`config.mk`:
```
export PLATFORM = sky130hd
export DESIGN_NAME = instr_prefetch_unit
export DESIGN_NICKNAME = d
export VERILOG_FILES = /design/src/rtl/instr_prefetch_unit.sv
export SDC_FILE = /design/constraint.sdc
export NUM_CORES = 1
export LEC_CHECK = 0
export CORE_MARGIN = 10
export CORE_UTILIZATION = 30
export DETAILED_ROUTE_END_ITERATION = 7
export DONT_BUFFER_PORTS = 1
export PLACE_DENSITY_LB_ADDON = 0.2
export SETUP_SLACK_MARGIN = 0.4
export SLEW_MARGIN = 20
export SYNTH_ARGS = -nofsm -noshare
export SYNTH_HDL_FRONTEND = slang
export SYNTH_SLANG_ARGS = --single-unit
```
`constraint.sdc`:
```
create_clock -name clk_i -period 9.2 [get_ports clk_i]
set_input_delay 0.92 -clock clk_i [delete_from_list [all_inputs] [get_ports clk_i]]
set_output_delay 0.92 -clock clk_i [all_outputs]
set_load 0.005 [all_outputs]
```
`src/rtl/instr_prefetch_unit.sv`:
```
// ---------------------------------------------------------------------------
// instr_prefetch_unit
//
// Instruction fetch stage. The program counter is sequenced separately from
// decode, and a prefetch queue sits between them. The unit issues one word
// fetch at a time over a req/ack handshake. It stores each returned word
// together with its PC and hands the entries to decode over valid/ready.
// A redirect flushes the queue and restarts fetch at the target. A response
// that was in flight when the redirect arrived is discarded.
//
// Parameters
//   XLEN        : PC / address width (32 or 64)
//   QUEUE_DEPTH : prefetch queue entries (power of two, >= 2)
//   RESET_PC    : first fetch address after reset (word aligned)
//
// Ports
//   clk_i            : clock, rising edge
//   rst_i            : synchronous active-high reset
//   redirect_valid_i : restart the fetch stream at redirect_pc_i
//   redirect_pc_i    : redirect target, bits [1:0] ignored
//   mem_req_o        : fetch request valid
//   mem_addr_o       : fetch address (word aligned)
//   mem_ack_i        : request accepted, mem_rdata_i valid this cycle
//   mem_rdata_i      : fetched instruction word
//   out_valid_o      : queue head valid
//   out_ready_i      : decode accepts the head entry
//   out_instr_o      : head instruction
//   out_pc_o         : head PC
//   stall_cycles_o   : (FETCH_PERF_EN only) saturating count of the cycles
//                      in which out_valid_o=1 and out_ready_i=0
//
// Build option
//   FETCH_PERF_EN : when defined, adds the stall_cycles_o port and its counter.
// ---------------------------------------------------------------------------
// state | meaning
// ------+-------------------------------------------------------------
// IDLE  | no request outstanding
// WAIT  | request outstanding; the response will be enqueued
// DROP  | request outstanding; the response will be discarded (post-redirect)
// ---------------------------------------------------------------------------
module instr_prefetch_unit #(
   parameter int              XLEN        = 32,
   parameter int              QUEUE_DEPTH = 4,
   parameter logic [XLEN-1:0] RESET_PC    = '0
) (
   input  logic            clk_i,
   input  logic            rst_i,
   input  logic            redirect_valid_i,
   input  logic [XLEN-1:0] redirect_pc_i,
   output logic            mem_req_o,
   output logic [XLEN-1:0] mem_addr_o,
   input  logic            mem_ack_i,
   input  logic [31:0]     mem_rdata_i,
`ifdef FETCH_PERF_EN
   output logic [31:0]     stall_cycles_o,
`endif
   output logic            out_valid_o,
   input  logic            out_ready_i,
   output logic [31:0]     out_instr_o,
   output logic [XLEN-1:0] out_pc_o
);

   localparam int PW = $clog2(QUEUE_DEPTH);
   localparam int CW = PW + 1;

   typedef enum logic [1:0] {
      ST_IDLE = 2'd0,
      ST_WAIT = 2'd1,
      ST_DROP = 2'd2
   } state_t;

   state_t          state_q, state_d;
   logic [XLEN-1:0] fetch_pc_q, fetch_pc_d;
   logic [XLEN-1:0] addr_q, addr_d;
   logic [CW-1:0]   count_q, count_d;
   logic [PW-1:0]   rd_ptr_q, rd_ptr_d;
   logic [PW-1:0]   wr_ptr_q, wr_ptr_d;
   logic [31:0]     instr_q [QUEUE_DEPTH];
   logic [XLEN-1:0] pc_q    [QUEUE_DEPTH];

   logic            enq;
   logic            deq;
   logic            slot_free;
   logic [XLEN-1:0] redirect_tgt;

   // The low two bits of the target are forced to zero below.
   logic unused_redirect_lsbs;
   assign unused_redirect_lsbs = ^redirect_pc_i[1:0];

   assign redirect_tgt = {redirect_pc_i[XLEN-1:2], 2'b00};

   always_comb begin
      enq          = 1'b0;
      deq          = 1'b0;
      slot_free    = 1'b0;
      state_d      = state_q;
      fetch_pc_d   = fetch_pc_q;
      addr_d       = addr_q;
      count_d      = count_q;
      rd_ptr_d     = rd_ptr_q;
      wr_ptr_d     = wr_ptr_q;

      enq = (state_q == ST_WAIT) && mem_ack_i && !redirect_valid_i;
      deq = (count_q != '0) && out_ready_i;

      // A new request can be decided this cycle if nothing is outstanding,
      // or if the outstanding request completes this cycle.
      slot_free = (state_q == ST_IDLE) || mem_ack_i;

      if (redirect_valid_i) begin
         count_d  = '0;
         rd_ptr_d = '0;
         wr_ptr_d = '0;
      end else begin
         count_d  = count_q + CW'(enq) - CW'(deq);
         rd_ptr_d = rd_ptr_q + PW'(deq);
         wr_ptr_d = wr_ptr_q + PW'(enq);
      end

      if (redirect_valid_i) begin
         fetch_pc_d = redirect_tgt;
      end else if ((state_q == ST_WAIT) && mem_ack_i) begin
         fetch_pc_d = addr_q + XLEN'(4);
      end

      // A request is issued only if the queue will still have a free slot
      // after this cycle's enqueue/dequeue, so an ack never has to stall.
      // When a DROP request completes, the next fetch is issued directly
      // from DROP (the same rule as in WAIT), which keeps redirect-to-request
      // latency at ack cycle + 1.
      if (slot_free) begin
         if (count_d < CW'(QUEUE_DEPTH)) begin
            state_d = ST_WAIT;
            addr_d  = fetch_pc_d;
         end else begin
            state_d = ST_IDLE;
         end
      end else if (redirect_valid_i && (state_q == ST_WAIT)) begin
         state_d = ST_DROP;
      end
   end

   always_ff @(posedge clk_i) begin
      if (rst_i) begin
         state_q    <= ST_IDLE;
         fetch_pc_q <= RESET_PC;
         addr_q     <= RESET_PC;
         count_q    <= '0;
         rd_ptr_q   <= '0;
         wr_ptr_q   <= '0;
         for (int i = 0; i < QUEUE_DEPTH; i++) begin
            instr_q[i] <= '0;
            pc_q[i]    <= '0;
         end
      end else begin
         state_q    <= state_d;
         fetch_pc_q <= fetch_pc_d;
         addr_q     <= addr_d;
         count_q    <= count_d;
         rd_ptr_q   <= rd_ptr_d;
         wr_ptr_q   <= wr_ptr_d;
         if (enq) begin
            instr_q[wr_ptr_q] <= mem_rdata_i;
            pc_q[wr_ptr_q]    <= addr_q;
         end
      end
   end

   assign mem_req_o   = (state_q != ST_IDLE);
   assign mem_addr_o  = addr_q;
   assign out_valid_o = (count_q != '0);
   assign out_instr_o = instr_q[rd_ptr_q];
   assign out_pc_o    = pc_q[rd_ptr_q];

`ifdef FETCH_PERF_EN
   logic [31:0] stall_q;

   always_ff @(posedge clk_i) begin
      if (rst_i) begin
         stall_q <= '0;
      end else if (out_valid_o && !out_ready_i && (stall_q != '1)) begin
         stall_q <= stall_q + 32'd1;
      end
   end

   assign stall_cycles_o = stall_q;
`endif

endmodule
```
* Yosys cells after proc, flatten, opt, wreduce, memory -nomap -nowiden
Memory sizes are Yosys's and may differ from the RTL's. A register that Yosys moved wholly into a read port is not among the register bits.
Index checks and enable logic that the tools add are counted.
** Storage, ports and cells
- Flip-flop bits (word level) :: 73
- Memory bits (writable) :: 256
- Input bits :: 69
- Output and inout bits :: 98
- Memories kept :: 2
** Cells by class
- Add/sub/neg operators :: 5
- $lt $le $gt $ge :: 1
- Eq/ne operators :: 1
- Muxes and demuxes :: 19
- Reduce and logical (&&, ||, !) cells :: 14
** Memories
- instr_q :: words 4, width 32, read ports 1, clocked after memory_dff 1, wr ports 4, RTL line 78 : logic [31:0] instr_q [QUEUE_DEPTH];
- pc_q :: words 4, width 32, read ports 1, clocked after memory_dff 1, wr ports 4, RTL line 79 : logic [XLEN-1:0] pc_q [QUEUE_DEPTH];
** Operators by type and width (number)
- 32-bit 2-to-1 mux :: 4
- 32-bit OR reduction :: 2
- 32-bit by 3-bit adder with 32-bit output, second input constant :: 1
- 2-bit 2-to-1 mux :: 6
- 1-bit 2-to-1 mux :: 8
- 2-bit by 1-bit adder with 2-bit output :: 2
- 1-bit logical AND :: 4
- 2-bit nonzero test :: 2
- 3-bit by 1-bit adder with 3-bit output :: 1
- 3-bit < comparator, second input constant :: 1
- 3-bit 2-to-1 mux :: 1
- 3-bit nonzero test :: 1
- 3-bit by 1-bit subtractor with 3-bit output :: 1
- 2-bit by 1-bit equality test with 1-bit output, second input constant :: 1
- 2-bit zero test :: 1
- 2-bit AND reduction :: 1
- 2-bit OR reduction :: 1
- 1-bit zero test :: 1
- 1-bit logical OR :: 1

* Depth between registers and ports, before layout
- Depth after elaboration :: 9
- Gate-level depth with buffers :: 13
- Mapped depth without buffers :: 10

* Least setup slack after synthesis
OpenSTA, ideal clock, no wires.
- Path type :: input -> register
- From :: input redirect_valid_i
- To :: memory instr_q[3][0], enable pin
- Arrival time :: 5846 ps
- Required time :: 8626 ps
- Path slack :: 2780 ps
- Cell stages on the path :: 3
- Path buffers :: 1
- Path through :: nand4bb_1 -> clkbuf_1 -> o21ai_0
** RTL lines
- start, declared :: RTL line 48 : input logic redirect_valid_i,
- end, declared :: RTL line 78

==> run summary <==
The DRC violation total after the first TritonRoute iteration is 605. The share of final-layout standard cells stronger than drive strength 1 came out at 13.7%. Derived from the worst setup path, the maximum achievable clock frequency is between 0.2 and 0.3 GHz. The final layout net count came out at 1171.

Detailed placement ended at an HPWL of 24.8 mm. The final setup TNS is 0 ns. The slack of the worst reg-to-reg path came out at approximately 5.6 ns. Yosys printed 0 warnings. The power per standard cell area is ~210 nW/µm². Entering global routing, the biggest net connects between 70 and 80 pins. The detailed-route DRC error count came out at 0. The worst path uses between 40% and 50% of the clock period. The last weighted congestion value of the routability-driven placer came out at between 0.7 and 0.8. The number of maximum-capacitance constraint violations is 0. The count of cells resized by post-cts repair is 0. The peak supply drop came out at between 100 and 150 µV. Setup violations remaining at the end of the flow were counted as 0. Total power for the finished layout comes to 0.00351 W.

The remaining global-route overflow is 0. The static power due to leakage came out at 5.90 nW. TritonCTS built the clock tree.

The area of all placed cells without fillers came out at around 17000 µm². The placed instances occupy a cell area of between 15000 and 20000 µm². The pre-antenna-repair detailed-routing pass consisted of 4 iterations. Setup repair after global routing left no endpoint under its margin. The die covers ~60000 µm². Of all nets on the critical path, the largest fanout is 36.

The root buffer cell chosen for the clock tree is clkbuf_16. The synthesized area per cell is about 13 µm². The endpoint required time on the critical path is around 8.3 ns. The number of enable flip-flop cells after synthesis is 256. The routed length per placed instance is 24.0 µm.

The boundary pin count is between 150 and 200. The first global-routing pass estimated 64.4 mm of wire. The initial antenna violation count is 1. The vertical extent of the die is roughly 240 µm. Synthesis instantiated 60 different standard cells from the library.

The via count of the first global-routing pass is just over 9000. The post-layout minimum cycle time is 3.75 ns. Of all flip-flops after synthesis, the portion carrying an async set or reset was 0%. The category of the critical setup timing path is flop to output port.

The clock net in this run drives a total of between 300 and 400 sinks. The number of rows in the core area came out at between 80 and 90. The number of pins exceeding their max-slew limit in the final report came out at 0. The buffer depth of the longest clock path is 3. The clock-pin slew reported for the worst setup and hold paths after clock tree synthesis is approximately 0.06 ns. The worst clock skew came out at between 0.015 and 0.02 ns. STA classifies the critical path startpoint as a flop. The kind of end point of the critical path is an output port.

The quantity of hold-fixing buffers added after cts is 0. The via density per instance came out at around 5.0. The worst relative slew slack came out at between 30 and 40%. In this run, synthesis produced a sequential element count of roughly 330. The growth of design area from synthesis to finish came out at 12.6%. The H-tree depth is 2. Synthesis produced a netlist with a net count of about 1200. The flow ran to the end, and the final reports show no timing, DRC or antenna violations. The final count of hold timing violations is 0. The pin slew with the least headroom to its limit is approximately 1.0 ns. The type of the tightest min-delay check is primary input to flop. The post-synth design cell area came out at between 10000 and 15000 µm².

The smallest hold slack is around 0.45 ns. Buffers inserted during clock tree synthesis total 40. The gate count of the mapped netlist is between 1000 and 1500. The starting utilization of the core area is 30.3%. The clock latency on the worst-skew pair came out at 0.55 ns.

The number of nets still failing antenna checks after routing is 0. The overall via count from detail_route is around 8900. The detailed-route wire length came out at 43.0 mm. Data on the critical path arrives at its endpoint at about 2.8 ns. The most used flip-flop cell after synthesis is edfxtp_1. The total setup buffers inserted after CTS is 0. The sequential element share of the synthesized area is slightly above 60%. The core area is ~49000 µm². The count of port buffers added during placement is 0. The aggregate global-route resource usage is about 15%. The floorplan step set the die width to approximately 240 µm.
report_power, final:
part           switching, W  leakage, nW  internal (W)
logic              0.000130         2.02     0.0000747
registers         0.0000840         3.25       0.00167
clock network      0.000617        0.628      0.000935
total              0.000831         5.90       0.00268
final cells by class:
cell class | instances | area, µm²
antenna | 2 | 5.00
clock buffer | 51 | 1070
clock inverter | 21 | 200
fill | 4790 | 32200
inverter | 11 | 41.3
multi-input combinational | 700 | 5290
sequential | 329 | 9160
tap | 664 | 831
timing repair buffer | 16 | 120
routing by layer:
metal	part of all wire [%]	GRT usage, %	routed length (µm)	up-vias
li1	-	-	-	4133
met1	43	18.4	18400	4480
met2	48	23.9	20800	248
met3	7.2	4.21	3090	52
met4	1.7	3.70	723	2
met5	0.030	0	13	-
metrics by stage:
stage	util (%)	cells	setup WS [ns]
finish	34.2	1794	5.45
global route	34.1	1792	5.18
CTS	34.1	1792	5.25
detailed placement	31.5	1720	4.91
global placement	31.5	1720	4.92
floorplan	-	1144	2.78
registers in the layout (all words and copies together) (netlist names):
name        cells
count_q         3
wr_ptr_q        2
state_q         2
fetch_pc_q     32
pc_q          128
instr_q       128
rd_ptr_q        2
mem_addr_o     32
critical path: stages, from the launching register on:
cell and delay (ns):
dfxtp_4 0.89, buf_4 0.70, mux4_2 0.66
cell families (layout without fill, tap and decap cells):
family / after synthesis / count (layout) / share of synthesized area (%)
flops: 329 / 329 / 61.6
fa+ha+maj: 4 / 4 / 0.388
buf+inv: 115 / 99 / 2.96
other cells: 0 / 2 / 0
mux: 69 / 69 / 10.1
simple gates: 467 / 467 / 17.7
xor+xnor: 24 / 24 / 1.52
compound gates: 136 / 136 / 5.72
Yosys cell counts (3+ instances only):
library cell	instances	area (µm²)
a31oi_1	10	62.6
nor3_1	12	60.1
a21oi_1	43	215
and2_1	192	1200
clkbuf_1	86	323
a22oi_1	3	22.5
a221oi_1	7	61.3
dfxtp_1	73	1460
or3_1	3	18.8
nor4_1	15	93.8
xor2_1	11	96.3
a211oi_1	7	52.6
o21ai_0	34	170
edfxtp_1	256	7690
nand3_1	12	60.1
xnor2_1	12	105
buf_2	4	20.0
ha_1	3	37.5
nand2b_1	4	25.0
or2_2	4	25.0
a211o_1	4	35.0
o22ai_1	3	18.8
inv_1	9	33.8
and3_1	60	375
nand2_1	57	214
nand4_1	13	81.3
buf_1	12	45.0
mux2i_1	3	30.0
nor2_1	68	255
nor3b_1	7	52.6
o211ai_1	5	37.5
mux4_2	64	1440
o22a_1	3	26.3
nor2b_1	4	25.0
or4_1	3	22.5
layout by cell type, fill, tap and decap left out, drive strengths merged, types with 3 or more instances in the layout:
| cell | synthesis | final |
|---|---|---|
| a211o | 4 | 4 |
| a211oi | 7 | 7 |
| a21oi | 43 | 43 |
| a221oi | 7 | 7 |
| a22oi | 3 | 3 |
| a31oi | 10 | 10 |
| and2 | 192 | 192 |
| and3 | 60 | 60 |
| buf | 16 | 16 |
| bufinv | 0 | 4 |
| clkbuf | 88 | 51 |
| clkinv | 0 | 16 |
| dfxtp | 73 | 73 |
| edfxtp | 256 | 256 |
| ha | 3 | 3 |
| inv | 11 | 11 |
| mux2i | 3 | 3 |
| mux4 | 64 | 64 |
| nand2 | 57 | 57 |
| nand2b | 4 | 4 |
| nand3 | 12 | 12 |
| nand4 | 14 | 14 |
| nor2 | 68 | 68 |
| nor2b | 4 | 4 |
| nor3 | 12 | 12 |
| nor3b | 7 | 7 |
| nor4 | 15 | 15 |
| o211ai | 5 | 5 |
| o21ai | 34 | 34 |
| o22a | 3 | 3 |
| o22ai | 3 | 3 |
| or2 | 4 | 4 |
| or3 | 3 | 3 |
| or4 | 5 | 5 |
| xnor2 | 12 | 12 |
| xor2 | 11 | 11 |
path summary, 6_finish.rpt:
kind | from | to | depth (start not counted)
worst max register to register | state_q[0] | instr_q[0][11] | 7
worst max-delay path | rd_ptr_q[0] | out_pc_o[20] | 2
worst min-delay path | rst_i | fetch_pc_q[17] | 1
worst min register to register | fetch_pc_q[1] | fetch_pc_q[1] | 2
Power figures use the tool's default switching activity.
